## config.mk

```make
export PLATFORM = sky130hd
export DESIGN_NAME = freq_meter
export DESIGN_NICKNAME = d
export VERILOG_FILES = /design/src/rtl/freq_meter_pkg.sv /design/src/rtl/bin2bcd_seq.sv /design/src/rtl/freq_meter.sv
export SDC_FILE = /design/constraint.sdc
export NUM_CORES = 1
export LEC_CHECK = 0
export BUFFER_PORTS_ARGS = -buffer_cell sky130_fd_sc_hd__buf_2
export CORE_UTILIZATION = 50
export DETAILED_ROUTE_END_ITERATION = 7
export PLACE_DENSITY = 0.65
export RECOVER_POWER = 50
export SYNTH_ARGS = -nofsm -noshare
export SYNTH_HDL_FRONTEND = slang
export SYNTH_HIERARCHICAL = 1
export SYNTH_SLANG_ARGS = --single-unit
export TNS_END_PERCENT = 20
```

## constraint.sdc

```tcl
create_clock -name CP -period 2.89 [get_ports CP]
set_clock_uncertainty 0.05 [all_clocks]
set_input_delay 0.289 -clock CP [delete_from_list [all_inputs] [get_ports CP]]
set_output_delay 0.289 -clock CP [all_outputs]
set_load 0.05 [all_outputs]
```

## src/rtl/freq_meter_pkg.sv

```systemverilog
// freq_meter_pkg: shared constants for the gated-window frequency meter.
package freq_meter_pkg;
    localparam logic [0:0] S_FIRST = 1'b0;
    localparam logic [0:0] S_GATE  = 1'b1;
    localparam int CP_HZ = 50_000_000;
    localparam int NIB_W = 4;
endpackage

```

## src/rtl/bin2bcd_seq.sv

```systemverilog
// bin2bcd_seq: sequential shift-add-3 binary to BCD converter, one bit per cycle.
module bin2bcd_seq
    import freq_meter_pkg::*;
#(
    parameter int CNT_W      = 26,
    parameter int BCD_DIGITS = 8
) (
    input  logic                          CP,
    input  logic                          nCR,
    input  logic                          start,
    input  logic [CNT_W-1:0]              bin,
    output logic                          busy,
    output logic                          done,
    output logic [NIB_W*BCD_DIGITS-1:0]   bcd
);
    localparam int BW  = NIB_W * BCD_DIGITS;
    localparam int C_W = $clog2(CNT_W + 1);
    logic [CNT_W-1:0] sh;
    logic [BW-1:0]    acc, adj, nxt;
    logic [C_W-1:0]   cnt;
    logic             last;
    assign last = busy && cnt == C_W'(1);
    always_comb begin
        adj = acc;
        for (int i = 0; i < BCD_DIGITS; i++)
            adj[i*NIB_W +: NIB_W] = (acc[i*NIB_W +: NIB_W] >= 4'd5) ? acc[i*NIB_W +: NIB_W] + 4'd3 : acc[i*NIB_W +: NIB_W];
        // digits shifted past the top are dropped
        nxt = BW'({adj, sh[CNT_W-1]});
    end
    always_ff @(posedge CP or negedge nCR) begin
        if (!nCR) begin
            sh   <= '0;
            acc  <= '0;
            cnt  <= '0;
            busy <= 1'b0;
            done <= 1'b0;
            bcd  <= '0;
        end else begin
            done <= last;
            if (last) bcd <= nxt;
            if (start) begin
                sh   <= bin;
                acc  <= '0;
                cnt  <= C_W'(CNT_W);
                busy <= 1'b1;
            end else if (busy) begin
                sh   <= sh << 1;
                acc  <= nxt;
                cnt  <= cnt - C_W'(1);
                busy <= !last;
            end
        end
    end
endmodule

```

## src/rtl/freq_meter.sv

```systemverilog
// freq_meter: counts sig_in rising edges over GATE_CYCLES CP periods and publishes the count.
// Define FREQ_BCD_EN to add the bcd/bcd_valid outputs and the BCD converter.
module freq_meter
    import freq_meter_pkg::*;
#(
    parameter int GATE_CYCLES = CP_HZ,
    parameter int CNT_W       = 26,
    parameter int BCD_DIGITS  = 8
) (
    input  logic                        CP,
    input  logic                        nCR,
    input  logic                        sig_in,
    output logic [CNT_W-1:0]            freq,
    output logic                        freq_valid,
    output logic                        ovf
`ifdef FREQ_BCD_EN
    ,
    output logic [NIB_W*BCD_DIGITS-1:0] bcd,
    output logic                        bcd_valid
`endif
);
    localparam int G_W = $clog2(GATE_CYCLES);
    localparam logic [CNT_W-1:0] MAX = '1;
    if (GATE_CYCLES <= CNT_W + 2 || BCD_DIGITS < 1) begin : g_cfg_err
        $error("freq_meter: GATE_CYCLES must exceed CNT_W+2 and BCD_DIGITS must be positive");
    end
    logic             s1, s2, s3, rise, full, lost, win_end;
    logic [0:0]       state;
    logic [G_W-1:0]   gcnt;
    logic [CNT_W-1:0] ecnt, ecnt_nxt;
    logic             sat;
    assign rise     = s2 & ~s3;
    assign full     = ecnt == MAX;
    // ovf means at least one edge was lost, not merely that the top value was reached
    assign lost     = rise & full;
    assign ecnt_nxt = ecnt + CNT_W'(rise & ~full);
    assign win_end  = gcnt == G_W'(GATE_CYCLES - 1);
    always_ff @(posedge CP or negedge nCR) begin
        if (!nCR) begin
            {s3, s2, s1} <= 3'b000;
            state        <= S_FIRST;
            gcnt         <= '0;
            ecnt         <= '0;
            sat          <= 1'b0;
            freq         <= '0;
            ovf          <= 1'b0;
            freq_valid   <= 1'b0;
        end else begin
            {s3, s2, s1} <= {s2, s1, sig_in};
            freq_valid   <= 1'b0;
            if (win_end) begin
                gcnt  <= '0;
                ecnt  <= '0;
                sat   <= 1'b0;
                state <= S_GATE;
                // the first window only warms up the synchronizer
                if (state == S_GATE) begin
                    freq       <= ecnt_nxt;
                    ovf        <= sat | lost;
                    freq_valid <= 1'b1;
                end
            end else begin
                gcnt <= gcnt + G_W'(1);
                ecnt <= ecnt_nxt;
                sat  <= sat | lost;
            end
        end
    end
`ifdef FREQ_BCD_EN
    logic bcd_busy;
    bin2bcd_seq #(.CNT_W(CNT_W), .BCD_DIGITS(BCD_DIGITS)) u_bcd (
        .CP    (CP),
        .nCR   (nCR),
        .start (freq_valid & ~bcd_busy),
        .bin   (freq),
        .busy  (bcd_busy),
        .done  (bcd_valid),
        .bcd   (bcd)
    );
`endif
endmodule
```

### Word-level counts from Yosys, hierarchy flattened

Index checks and enable logic that the tools add are counted.

* register bits after elaboration: 85
* input port bits: 3

* add/subtract/negate cells: 2
* mux-type cells: 5
* bitwise gates (word level): 6
* equal/unequal tests: 2
* reductions and logical operators: 1

Operator list (number)
* $eq 26x26->1 const B: 2
* $mux 26: 2
* $add 26x1->26 const B: 1
* $add 26x26->26: 1
* $and 1x26->26: 1
* $not 1->26: 1
* $mux 1: 3
* $and 1x1->1: 2
* $reduce_and 2->1: 1
* $not 1->1: 1
* $or 1x1->1: 1

### Depth between registers and ports, before layout

* depth in word-level cells: 5
* mapped depth: 11
* gate-level depth less buffers: 10

### Worst setup path before layout

No wires, ideal clock.

* kind: register to register
* start point: register ecnt[16]
* end point: register freq[22]
* setup slack: 0.444 ns
* setup time: 0.065 ns
* required time: 2.775 ns
* data arrival time: 2.331 ns
* cell stages (with the launch flop): 12
* cells stage by stage: dfrtp_1 -> nand4_1 -> nor4_1 -> a21oi_1 -> ha_1 -> ha_1 -> nand3_1 -> or4_1 -> buf_2 -> or3_1 -> a21oi_2 -> a21o_1

* word-level cells in the longest chain between the ends: 4

RTL lines
* from (decl): line freq_meter.sv:30 `logic [CNT_W-1:0] ecnt, ecnt_nxt;`
* from (signal assigned): line freq_meter.sv:64 `ecnt <= ecnt_nxt;`
* $eq 26x26->1: line freq_meter.sv:33 `assign full = ecnt == MAX;`
* $not 1->26: line freq_meter.sv:36 `assign ecnt_nxt = ecnt + CNT_W'(rise & ~full);`
* $and 1x26->26: line freq_meter.sv:36
* $add 26x26->26 *: line freq_meter.sv:36
* to (signal assigned): line freq_meter.sv:58 `freq <= ecnt_nxt;`
* to (decl): line freq_meter.sv:13 `output logic [CNT_W-1:0] freq,`

Every way passes the cells marked *; elsewhere a longest branch is shown, timed or not.
A chain may end at the register's enable or synchronous reset.

### Worst setup path after layout

* start point: register ecnt[10]
* end point: register freq[20]

Same word-level chain as after synthesis.

==> metrics.yaml <==
layout:
  drive_above_1_share_pct: 14.0
  layout_common_cells: "dfrtp_1, nor2_1, nand2_1"
  diodes: 0
  nFillCells: 649
  nets: 395
  area_delta_synth_final_pct: 13.0
  final_util_pct: 58.0
  layout_commonest_cell: "dfrtp_1"
global_routing:
  grt_pass1_wl_um: 11500
  grt_pass1_vias: 2476
  grt_max_degree: 86
  antenna_found_initial: 0
  gr-total-overflow: 0
  track_usage_pct: 19.8
floorplanning:
  dieWidth_um: 88.1
  fp.dieArea_um2: 7750
  rows: 31
  design.portCount: 31
  die_h_um: 88.1
  coreArea_um2: 7210
  start_util_pct: 51.3
outcome:
  status: "finished with violations"
  violations: "capacitance limit, slew limit"
sta:
  timing_hold_violations_final: 0
  fmax_mhz: 377
  finalMaxSlewViolations: 86
  worstMarginPinSlew_ns: 2.02
  period_share_pct: 91.8
  rsz0062_at_grt: "false"
  period_minus_slack_ns: 2.65
  setup_violations: 0
  max_slew_margin_pct: -34.6
  tns_ns: 0
synth:
  synth_area_leaders: "dfrtp_1, xnor2_1, xor2_1"
  synthCells: 351
  synth.net_count: 357
  synthDistinctLibCells: 36
  synth-seq-area-share_pct: 57.5
  yosysTopAreaCellShare_pct: 57.5
  async_reset_ff_share_pct: 100
  yosys.area.top_type: "dfrtp_1"
  synth_edf_count: 0
  ys.flop_type: "dfrtp_1"
  synth-seq-cells: 85
  avgSynthCellArea_um2: 10.5
  yosys_warnings: 6
  syn_area_um2: 3700
critical_path:
  r2r_cells: 11
  crit_type: "register to register"
  end_kind: "register"
  start_kind: "register"
  rr_startpoint: "ecnt[10]"
  crit_start: "ecnt[10]"
  worstPathArrival_ns: 2.89
  critPathMaxFanout: 7
  crit_required_ns: 3.13
place:
  place_congestion: 0.849
  numPortBuffers: 30
  hpwl_um: 4720
min_path:
  hp-class: "register to register"
  holdPathStages: 0
  min_from: "s1"
routing:
  vias: 2607
  drtPass1Iterations: 4
  final_antenna_net_count: 0
  wl_per_cell_um: 13.9
  wl_um: 6830
  drcViolationCount: 0
  viasPerCell: 5.29
  drt_iter0_drc: 102
clock_network:
  root_buffer: "clkbuf_8"
  clk_latency_ns: 0.34
  htree_levels: 3
  cts_tree: "built"
  cts.sinks: 85
  path_clk_slew_ns: 0.08
  cts-buffers-inserted: 9
  cts_buffer_depth: 2
flow_run:
  cap_violations: 1
power:
  powerDensity_nw_per_um2: 527
  p_leak_nw: 1.96
  ir_worst_vdd_mv: 0.345
flip-flops by register name (all words and copies together), names as in the netlist:
register	cells
s3	1
s1	1
sat	1
s2	1
freq_valid	1
gcnt	26
freq	26
ovf	1
state	1
ecnt	26
cells in the mapped netlist, drive strengths merged (2+ instances only):
cell type	n
dfrtp	85
nor2	44
nand2	34
o21ai	26
nand4	24
xnor2	20
xor2	20
nand3	15
a21oi	10
buf	10
and3	9
nor4	9
a21o	4
and4	4
inv	4
clkbuf	3
ha	3
nand2b	3
nand3b	3
nor2b	3
nor3	3
or3	3
mux2	2
mux2i	2
or2	2
or4	2
path summary, 6_finish.rpt:
path / slack, ns / to
max: 0.24 / freq[20]
min: 0.30 / s2
max reg2reg: 0.24 / freq[20]
min reg2reg: 0.30 / s2
max in group asynchronous: 1.14 / gcnt[23]
min in group asynchronous: 0.47 / freq[5]
per-layer routing:
metal / track usage [%] / wire, um / up-vias
met5: 0 / 0 / -
met2: 34.5 / 3440 / 43
met3: 6.31 / 225 / 6
met1: 23.7 / 3080 / 1258
met4: 5.72 / 87 / 0
li1: - / - / 1300
metrics by stage:
step,std cells,setup slack (ns),hold WS (ns),area [um2],power [mW]
3_3_place_gp,476,0.233,0.286,3990,1.41
5_1_grt,493,0.0469,0.327,4180,2.30
2_1_floorplan,351,0.444,-0.0566,3700,1.36
6_report,493,0.236,0.299,4180,2.21
3_5_place_dp,476,0.180,0.286,3990,1.41
4_1_cts,493,0.147,0.101,4190,2.24
power by group:
| part | internal [mW] | switching, mW | leakage [nW] |
|---|---|---|---|
| sequential | 1.23 | 0.0439 | 1.16 |
| clock | 0.425 | 0.397 | 0.0899 |
| combinational | 0.0442 | 0.0683 | 0.717 |
cell type report:
type / instances / area, um2 / share of cell area [%]
sequential: 85 / 2130 / 50.8
tap: 99 / 124 / 2.96
clock inverter: 3 / 45.0 / 1.08
clock buffer: 13 / 149 / 3.56
multi-input combinational: 249 / 1510 / 36.0
inverter: 4 / 15.0 / 0.359
timing repair buffer: 40 / 218 / 5.20
what timing repair did:
| action | CTS | global route |
|---|---|---|
| buffers inserted | 0 | 0 |
| endpoints found under the setup margin | 0 | 4 |
| hold buffers | 1 | 0 |
| resized for setup | 0 | 1 |
| hold endpoints to repair | 1 | 0 |
logic make-up after synthesis:
kind of cell	synth area share, %
XOR/XNOR	9.46
multiplexers	1.35
AND/OR/NAND/NOR	22.2
flip-flops	57.5
buffers and inverters	2.23
AO/OA/AOI/OAI	6.25
adder cells (fa/ha/maj)	1.01
critical path: stages, from the launching register on:
cell and delay [ns]:
dfrtp_1 0.44, nand4_1 0.17, nor4_1 0.07, buf_4 0.14, a21oi_1 0.14, ha_1 0.20, ha_1 0.20, nand3_1 0.11
or4_4 0.48, or3_1 0.37, a21oi_2 0.15, a21o_1 0.09
No activity file was read; power rests on OpenSTA's default activity.
